File: config.mk
export PLATFORM = sky130hd
export DESIGN_NAME = uart_loopback_flat
export DESIGN_NICKNAME = d
export VERILOG_FILES = /design/src/rtl/uart_loopback_if.sv /design/src/rtl/uart_loopback.sv /design/src/flat_wrapper.sv
export SDC_FILE = /design/constraint.sdc
export NUM_CORES = 1
export LEC_CHECK = 0
export BUFFER_PORTS_ARGS = -buffer_cell sky130_fd_sc_hd__buf_2
export CORE_ASPECT_RATIO = 0.75
export CORE_MARGIN = 2
export CORE_UTILIZATION = 30
export DETAILED_ROUTE_END_ITERATION = 12
export PLACE_DENSITY = 0.54
export SETUP_SLACK_MARGIN = 0.3
export SYNTH_ARGS = -nofsm -noshare
export SYNTH_HDL_FRONTEND = slang
export SYNTH_SLANG_ARGS = --single-unit
File: constraint.sdc
create_clock -name clk50 -period 2.7 [get_ports clk50]
set_input_delay 0.27 -clock clk50 [delete_from_list [all_inputs] [get_ports clk50]]
set_output_delay 0.27 -clock clk50 [all_outputs]
set_load 0.05 [all_outputs]
File: src/rtl/uart_loopback_if.sv
// Serial pins of the UART echo endpoint.
// The board side drives uart_rx (master); the loopback drives uart_tx (slave).
interface uart_loopback_if;
  logic uart_rx;
  logic uart_tx;

  modport master (output uart_rx, input uart_tx);
  modport slave  (input uart_rx, output uart_tx);
endinterface

File: src/rtl/uart_loopback.sv
// UART echo endpoint: 8E1 frames received on uart_rx are retransmitted on uart_tx.
// Define PARITY_CHECK_EN to drop frames whose parity bit mismatches.
module uart_loopback #(
  parameter int CLKS_PER_BIT = 8
) (
  input  logic clk50,
  input  logic reset,
  uart_loopback_if.slave uart
);

  localparam int CW = (CLKS_PER_BIT > 1) ? $clog2(CLKS_PER_BIT) : 1;
  localparam logic [CW-1:0] BIT_LAST  = CW'(CLKS_PER_BIT - 1);
  localparam logic [CW-1:0] HALF_LAST = CW'(CLKS_PER_BIT / 2 - 1);
`ifdef PARITY_CHECK_EN
  localparam bit PAR_CHK = 1'b1;
`else
  localparam bit PAR_CHK = 1'b0;
`endif

  typedef enum logic [2:0] {
    RX_IDLE, RX_START, RX_DATA, RX_PARITY, RX_STOP, RX_WAIT_HI
  } rx_state_t;

  typedef enum logic [2:0] {
    TX_IDLE, TX_START, TX_DATA, TX_PARITY, TX_STOP
  } tx_state_t;

  // Probe points kept under fixed names
  logic       rx_ready;
  logic       tx_busy;
  logic [7:0] rx_byte;

  // ---------------- receive path ----------------
  logic            rx_s1_q, rx_s2_q;
  rx_state_t       rx_state_q, rx_state_d;
  logic [CW-1:0]   rx_cnt_q, rx_cnt_d;
  logic [2:0]      rx_bit_q, rx_bit_d;
  logic [7:0]      rx_shift_q, rx_shift_d;
  logic            rx_par_q, rx_par_d;
  logic [7:0]      rx_byte_q, rx_byte_d;
  logic            rx_ready_q, rx_ready_d;
  logic            rx_par_ok;

  assign rx_par_ok = !PAR_CHK || (rx_par_q == ^rx_shift_q);

  always_ff @(posedge clk50 or posedge reset) begin
    if (reset) begin
      rx_s1_q <= 1'b1;
      rx_s2_q <= 1'b1;
    end else begin
      rx_s1_q <= uart.uart_rx;
      rx_s2_q <= rx_s1_q;
    end
  end

  always_comb begin
    rx_state_d = rx_state_q;
    rx_cnt_d   = rx_cnt_q;
    rx_bit_d   = rx_bit_q;
    rx_shift_d = rx_shift_q;
    rx_par_d   = rx_par_q;
    rx_byte_d  = rx_byte_q;
    rx_ready_d = 1'b0;
    case (rx_state_q)
      RX_IDLE: begin
        if (!rx_s2_q) begin
          rx_state_d = RX_START;
          rx_cnt_d   = '0;
        end
      end
      RX_START: begin
        // Half a bit in: still low means a real start, and sets the mid-bit phase
        if (rx_cnt_q == HALF_LAST) begin
          rx_cnt_d = '0;
          if (rx_s2_q) begin
            rx_state_d = RX_IDLE;
          end else begin
            rx_state_d = RX_DATA;
            rx_bit_d   = 3'd0;
          end
        end else begin
          rx_cnt_d = rx_cnt_q + 1'b1;
        end
      end
      RX_DATA: begin
        if (rx_cnt_q == BIT_LAST) begin
          rx_cnt_d   = '0;
          rx_shift_d = {rx_s2_q, rx_shift_q[7:1]};
          if (rx_bit_q == 3'd7) rx_state_d = RX_PARITY;
          else                  rx_bit_d   = rx_bit_q + 3'd1;
        end else begin
          rx_cnt_d = rx_cnt_q + 1'b1;
        end
      end
      RX_PARITY: begin
        if (rx_cnt_q == BIT_LAST) begin
          rx_cnt_d   = '0;
          rx_par_d   = rx_s2_q;
          rx_state_d = RX_STOP;
        end else begin
          rx_cnt_d = rx_cnt_q + 1'b1;
        end
      end
      RX_STOP: begin
        if (rx_cnt_q == BIT_LAST) begin
          rx_cnt_d = '0;
          if (!rx_s2_q) begin
            rx_state_d = RX_WAIT_HI;
          end else begin
            rx_state_d = RX_IDLE;
            if (rx_par_ok) begin
              rx_byte_d  = rx_shift_q;
              rx_ready_d = 1'b1;
            end
          end
        end else begin
          rx_cnt_d = rx_cnt_q + 1'b1;
        end
      end
      RX_WAIT_HI: begin
        // Framing error: a low stop would otherwise look like a new start bit
        if (rx_s2_q) rx_state_d = RX_IDLE;
      end
      default: rx_state_d = RX_IDLE;
    endcase
  end

  always_ff @(posedge clk50 or posedge reset) begin
    if (reset) begin
      rx_state_q <= RX_IDLE;
      rx_cnt_q   <= '0;
      rx_bit_q   <= 3'd0;
      rx_shift_q <= 8'h00;
      rx_par_q   <= 1'b0;
      rx_byte_q  <= 8'h00;
      rx_ready_q <= 1'b0;
    end else begin
      rx_state_q <= rx_state_d;
      rx_cnt_q   <= rx_cnt_d;
      rx_bit_q   <= rx_bit_d;
      rx_shift_q <= rx_shift_d;
      rx_par_q   <= rx_par_d;
      rx_byte_q  <= rx_byte_d;
      rx_ready_q <= rx_ready_d;
    end
  end

  assign rx_ready = rx_ready_q;
  assign rx_byte  = rx_byte_q;

  // ---------------- transmit path ----------------
  tx_state_t       tx_state_q, tx_state_d;
  logic [CW-1:0]   tx_cnt_q, tx_cnt_d;
  logic [2:0]      tx_bit_q, tx_bit_d;
  logic [7:0]      tx_shift_q, tx_shift_d;
  logic            tx_par_q, tx_par_d;
  logic            tx_q, tx_d;
  logic            tx_busy_q, tx_busy_d;
  logic [7:0]      pend_q, pend_d;
  logic            pend_vld_q, pend_vld_d;
  logic            tx_free, load_pend, load_rx;
  logic [7:0]      load_byte;

  // TX can take a new byte when idle or on the last cycle of a stop bit
  assign tx_free   = !tx_busy || (tx_state_q == TX_STOP && tx_cnt_q == BIT_LAST);
  assign load_pend = tx_free && pend_vld_q;
  assign load_rx   = tx_free && !pend_vld_q && rx_ready;
  assign load_byte = pend_vld_q ? pend_q : rx_byte;

  always_comb begin
    tx_state_d = tx_state_q;
    tx_cnt_d   = tx_cnt_q;
    tx_bit_d   = tx_bit_q;
    tx_shift_d = tx_shift_q;
    tx_par_d   = tx_par_q;
    tx_d       = tx_q;
    tx_busy_d  = tx_busy_q;
    pend_d     = pend_q;
    pend_vld_d = pend_vld_q;
    case (tx_state_q)
      TX_START: begin
        if (tx_cnt_q == BIT_LAST) begin
          tx_cnt_d   = '0;
          tx_bit_d   = 3'd0;
          tx_state_d = TX_DATA;
          tx_d       = tx_shift_q[0];
        end else begin
          tx_cnt_d = tx_cnt_q + 1'b1;
        end
      end
      TX_DATA: begin
        if (tx_cnt_q == BIT_LAST) begin
          tx_cnt_d = '0;
          if (tx_bit_q == 3'd7) begin
            tx_state_d = TX_PARITY;
            tx_d       = tx_par_q;
          end else begin
            tx_bit_d   = tx_bit_q + 3'd1;
            tx_shift_d = {1'b0, tx_shift_q[7:1]};
            tx_d       = tx_shift_q[1];
          end
        end else begin
          tx_cnt_d = tx_cnt_q + 1'b1;
        end
      end
      TX_PARITY: begin
        if (tx_cnt_q == BIT_LAST) begin
          tx_cnt_d   = '0;
          tx_state_d = TX_STOP;
          tx_d       = 1'b1;
        end else begin
          tx_cnt_d = tx_cnt_q + 1'b1;
        end
      end
      TX_STOP: begin
        if (tx_cnt_q == BIT_LAST) begin
          tx_cnt_d   = '0;
          tx_state_d = TX_IDLE;
          tx_busy_d  = 1'b0;
          tx_d       = 1'b1;
        end else begin
          tx_cnt_d = tx_cnt_q + 1'b1;
        end
      end
      default: ;
    endcase

    if (load_pend || load_rx) begin
      tx_state_d = TX_START;
      tx_cnt_d   = '0;
      tx_shift_d = load_byte;
      tx_par_d   = ^load_byte;
      tx_d       = 1'b0;
      tx_busy_d  = 1'b1;
    end

    // Buffer a byte TX cannot take now; a full buffer drops the newcomer
    if (load_pend) pend_vld_d = 1'b0;
    if (rx_ready && !load_rx && (!pend_vld_q || load_pend)) begin
      pend_d     = rx_byte;
      pend_vld_d = 1'b1;
    end
  end

  always_ff @(posedge clk50 or posedge reset) begin
    if (reset) begin
      tx_state_q <= TX_IDLE;
      tx_cnt_q   <= '0;
      tx_bit_q   <= 3'd0;
      tx_shift_q <= 8'h00;
      tx_par_q   <= 1'b0;
      tx_q       <= 1'b1;
      tx_busy_q  <= 1'b0;
      pend_q     <= 8'h00;
      pend_vld_q <= 1'b0;
    end else begin
      tx_state_q <= tx_state_d;
      tx_cnt_q   <= tx_cnt_d;
      tx_bit_q   <= tx_bit_d;
      tx_shift_q <= tx_shift_d;
      tx_par_q   <= tx_par_d;
      tx_q       <= tx_d;
      tx_busy_q  <= tx_busy_d;
      pend_q     <= pend_d;
      pend_vld_q <= pend_vld_d;
    end
  end

  assign tx_busy      = tx_busy_q;
  assign uart.uart_tx = tx_q;

endmodule

File: src/flat_wrapper.sv
// flat-port wrapper written by rule: the top's interface ports become plain ports
module uart_loopback_flat 
#(
  parameter int CLKS_PER_BIT = 8
)
  (clk50, reset, uart_uart_rx, uart_uart_tx);
  uart_loopback_if uart_i ();
  input  logic clk50;
  input  logic reset;
  input wire logic [$bits(uart_i.uart_rx)-1:0] uart_uart_rx;
  output wire logic [$bits(uart_i.uart_tx)-1:0] uart_uart_tx;
  assign uart_i.uart_rx = uart_uart_rx;
  assign uart_uart_tx = uart_i.uart_tx;
  uart_loopback #(.CLKS_PER_BIT(CLKS_PER_BIT)) u_core (.clk50(clk50), .reset(reset), .uart(uart_i));
endmodule
# Yosys cells after proc, flatten, opt, wreduce, memory -nomap -nowiden
# Cells that the tools add are included.
# totals
input_bits	3
ff_bits	57
word_cells	141
# op_classes
n_addsub	4
n_eq_ne	33
n_reduce_logical	37
n_mux	50
# op_table
operator	count
$mux 3	25
$mux 8	5
$eq 3x3->1 const B	7
$pmux 3 s6	1
$ne 2x1->1 const B	8
$eq 3x2->1 const B	5
$ne 3x1->1 const B	5
$reduce_bool 2->1	7
$mux 1	13
$add 3x1->3 const B	4
$pmux 3 s2	2
$pmux 3 s4	1
$ne 2x2->1 const B	5
$pmux 3 s3	1
$reduce_and 4->1	2
$reduce_xor 8->1	1
$reduce_and 7->1	1
$eq 3x1->1 const B	2
$logic_and 1x1->1	6
$reduce_and 2->1	3
$reduce_and 3->1	2
$reduce_and 6->1	1
$reduce_and 5->1	1
$reduce_bool 5->1	1
other kinds (11)	15

# Logic depth before layout (Yosys ltp)
# logic_depth
ltp_word	9
ltp_mapped	8

# Worst setup path after synthesis
# No wires, ideal clock.
# synth_timing
path_type	reg-to-reg
start	reg u_core.rx_cnt_q[0]
end	reg u_core.rx_bit_q[0]
required_ns	2.575
synth_period_minus_slack_ns	1.942
t_arrival_ns	1.817
setup_time_ns	0.125
n_path_buf	0
path_stages_with_launch	8
setup_slack_ns	0.758
path_cell_list	dfrtp_1 > ha_1 > ha_1 > inv_1 > nor4_4 > and2b_4 > nor2_1 > mux2_4
# synth_between
elab_chain_cells	3
# synth_rtl
element	line	source
start, declared	uart_loopback.sv:36	logic [CW-1:0] rx_cnt_q, rx_cnt_d;
start signal, assigned	uart_loopback.sv:139	rx_cnt_q <= rx_cnt_d;
$eq 3x3->1 / $eq 3x2->1 (equally long branches)	uart_loopback.sv:86, uart_loopback.sv:73	
$ne 2x1->1 (no line)	-	
$reduce_and 5->1 (no line) *	-	
end signal, assigned	uart_loopback.sv:140	rx_bit_q <= rx_bit_d;
end, declared	uart_loopback.sv:37	logic [2:0] rx_bit_q, rx_bit_d;
# Every way passes the cells marked *; elsewhere a longest branch is shown, timed or not.
# A chain may end at the register's enable or synchronous reset.

# Final worst setup path
# layout_timing
start	reg u_core.tx_bit_q[0]
end	reg u_core.tx_shift_q[3]
# layout_between
elab_chain_cells	3
# layout_rtl
element	line	source
start, declared	uart_loopback.sv:154	logic [2:0] tx_bit_q, tx_bit_d;
start signal, assigned	uart_loopback.sv:259	tx_bit_q <= tx_bit_d;
$eq 3x3->1	uart_loopback.sv:194	if (tx_bit_q == 3'd7) begin
$ne 2x2->1 (no line)	-	
$reduce_and 3->1 (no line)	-	
end signal, assigned	uart_loopback.sv:260	tx_shift_q <= tx_shift_d;
end, declared	uart_loopback.sv:155	logic [7:0] tx_shift_q, tx_shift_d;
# Every way passes these cells.

==> summary.md <==
The run finished with clean final reports. The die is 87.7 um tall. Class of the tightest hold or removal check: input pin to asynchronous set/reset pin.

The tools report the maximum buffer depth of the clock tree as 2. In this run the tightest slew margin relative to its limit is 56.3%. The starting density of the core is 30.9%, and the number of endpoints failing setup at the final stage is 0.

In this run the count of I/O pins placed on the die edge is 4. Row generation in the floorplan step produced 30 rows. For this run, the number of Yosys warnings is 0. Final HPWL from detailed placement: 3280 um.

Across all layers, the routed design uses 1667 vias. Synthesis produced 234 cells. For the number of slew-limit violations in the final report, the log shows 0. Routability-driven placement finished with a final weighted congestion of 0.741. Setup repair after global routing left no endpoint under its margin. The die covers 10100 um2. For the pin with the worst max-slew slack, the measured transition is 0.655 ns.

The floorplan step set the die width to 116 um. Of all nets on the critical path, the largest fanout is 8. The tools report the data arrival time at the worst-slack endpoint as 2.29 ns. Post-synthesis cell area: 2800 um2. The tools report the part of the Yosys area used for sequential elements as 51.0%.

The total routing resource utilization after global routing was 10.9%. The cell sitting at the root of the clock tree is a clkbuf_16. For the achievable clock frequency, the log shows 473 MHz. The logs give 0 for the residual overflow from global routing and 29 for the pin count of the biggest net entering global routing. The logs give 1673 for the via count of the first global-routing pass and 0 for the number of failing hold endpoints at the final stage. The number of antenna violations at the first check in global routing is 0, and the fraction of synthesis flops using an asynchronous set or reset pin is 100%.

Wires add up to 4750 um. The worst-case IR drop observed on VDD is 0.407 mV. In this run, CTS created clock tree buffers numbering 9. In the routed design, unresolved DRC markers number 0.

Maximum level of the CTS H-tree: 3. After detailed routing, the average wire length per cell comes to 12.6 um. The worst setup path is of the flip-flop to flip-flop kind. Averaged over all synthesized cells, the footprint is 12.0 um2. The net count after synthesis is 247, and the data required time at the worst endpoint is 2.87 ns.

On the final layout, the worst clock skew is 0.00581 ns. The clock insertion delay at the later pin of the skew report was 0.32 ns; the synthesis-to-finish area growth was 16.8%. TritonCTS built the clock tree. The detailed-router iteration count before antenna repair was 4. After routing, the total negative slack on setup checks comes to 0 ns. The time the final worst path needs with I/O delays and setup came out at 2.11 ns. The first-pass GRT wire length was 8490 um; the number of nets still failing antenna checks after routing was 0.

The number of register bits inferred by synthesis works out to 57. The run gives 3270 um2 as the cell area after layout. The cell area after placement is 2960 um2, and the clock-pin slew on the worst setup and hold paths is 0.05 ns. In the final design database the tool counted 256 nets. The final critical-path share of the clock period is 78.3%. The repair_antennas step left the layout with diodes totalling 0. The mean number of vias per cell came out at 4.43. The worst setup path is captured at a flip-flop. The leakage power was 1.48 nW; the reported max-cap violation count was 0. The tools report the register-to-register setup slack as 0.59 ns. The run gives 57 as the clock sink total. The most used flip-flop cell after synthesis is dfrtp_1. Startpoint class of the critical path: a flip-flop. Input and output buffers added on the ports amount to 3.

After floorplanning, the core was sized to cover 9080 um2. In this run the power density over the cells is 762 nW/um2. The post-route netlist has 28.6% of its cells at a drive strength greater than 1. The netlist uses 43 different library cells. The first routing iteration left 103 violations. Counting flops with a built-in enable in the synthesized netlist gives 0.
[cell type report]
cell class | count | area [um2]
clock buffer | 9 | 225
inverter | 6 | 27.5
fill | 892 | 5810
multi-input combinational | 162 | 1300
timing repair buffer | 7 | 45.0
clock inverter | 7 | 85.1
tap | 128 | 160
sequential | 57 | 1430
[placed cells by master (no fill, tap or decap), types with 2 or more instances in the layout]
master     count
dfrtp_1       54
mux2_2        32
nand2_1       16
o21ai_0       13
nor2_1        13
mux2i_1       12
ha_1          10
a21oi_1        9
clkbuf_16      9
xnor2_1        8
a22o_1         6
nor2b_1        5
clkinv_2       5
inv_1          4
a211oi_1       4
buf_4          4
nand3_1        3
xor2_1         3
buf_2          3
dfstp_2        3
nand3b_1       2
nor3_1         2
nand2b_1       2
a22o_2         2
o31ai_1        2
bufinv_16      2
[layer usage]
layer  wire length (um)  global-route usage, %
met1               2760                   16.1
met2               1760                   13.8
met3                152                   3.94
met4                 71                   4.87
met5                  0                      0
[per-stage QoR]
stage	setup slack, ns	std cells	hold slack, ns	total power [mW]	utilization [%]
finish	0.585	376	0.00550	2.49	36.0
global route	0.442	376	0.0416	2.62	36.0
CTS	0.454	376	0.0221	2.53	36.0
detailed placement	0.477	360	0.351	1.32	32.6
global placement	0.526	360	0.347	1.31	32.6
floorplan	0.758	234	0.274	1.27	-
[registers in the layout, summed over array words and instances, names as in the netlist, 8 cells and up]
name / flops
u_core.pend_q: 8
u_core.rx_byte: 8
u_core.rx_shift_q: 8
u_core.tx_shift_q: 8
[final timing paths]
check / from / endpoint / cells after the start
min in group clk50: uart_uart_rx / u_core.rx_s1_q / 1
max in group asynchronous: reset / u_core.uart.uart_tx / 3
min: reset / u_core.tx_cnt_q[2] / 2
max: u_core.tx_bit_q[0] / u_core.tx_shift_q[3] / 7
min reg2reg: u_core.rx_s1_q / u_core.rx_s2_q / 0
max reg2reg: u_core.tx_bit_q[0] / u_core.tx_shift_q[3] / 7
[worst max-delay path, stage by stage, from the launching register on]
cell	delay [ns]
dfrtp_1	0.40
ha_1	0.21
ha_1	0.23
nor2b_1	0.16
nor3b_4	0.44
mux2_2	0.39
nand2_1	0.06
o21ai_0	0.08
[cells in the mapped netlist, types with 2 or more instances]
master,instances,area [um2]
o21ai_1,2,10.0
dfrtp_1,54,1350
inv_1,5,18.8
ha_1,10,125
nand3b_1,2,15.0
o21ai_0,13,65.1
nand2_1,16,60.1
mux2i_1,12,120
dfstp_2,3,78.8
mux2_2,32,360
a211oi_1,4,30.0
nand2b_1,2,12.5
nor3_1,2,10.0
xor2_1,3,26.3
o31ai_1,2,15.0
nor2_1,13,48.8
clkbuf_1,4,15.0
buf_2,3,15.0
xnor2_1,8,70.1
nor2b_1,5,31.3
a22o_1,6,52.6
a22o_2,2,20.0
a21oi_1,9,45.0
nand3_1,3,15.0
[power by group]
| group | internal (mW) | switching (mW) |
|---|---|---|
| Combinational | 0.149 | 0.151 |
| Sequential | 0.921 | 0.0887 |
| Clock | 0.798 | 0.387 |
[cell families after synthesis]
group | synth area share [%]
AO/OA/AOI/OAI | 10.7
multiplexers | 17.7
buffers and inverters | 2.72
AND/OR/NAND/NOR | 9.68
adder cells (fa/ha/maj) | 4.82
flip-flops | 51.0
XOR/XNOR | 3.44
[what timing repair did]
action                                  4_1_cts  5_1_grt
hold endpoints to repair                      0        0
endpoints found under the setup margin        0        3
hold buffers                                  0        0
gates resized for setup                       0        1
buffers inserted                              0        0
(Power assumes the default switching activity.)
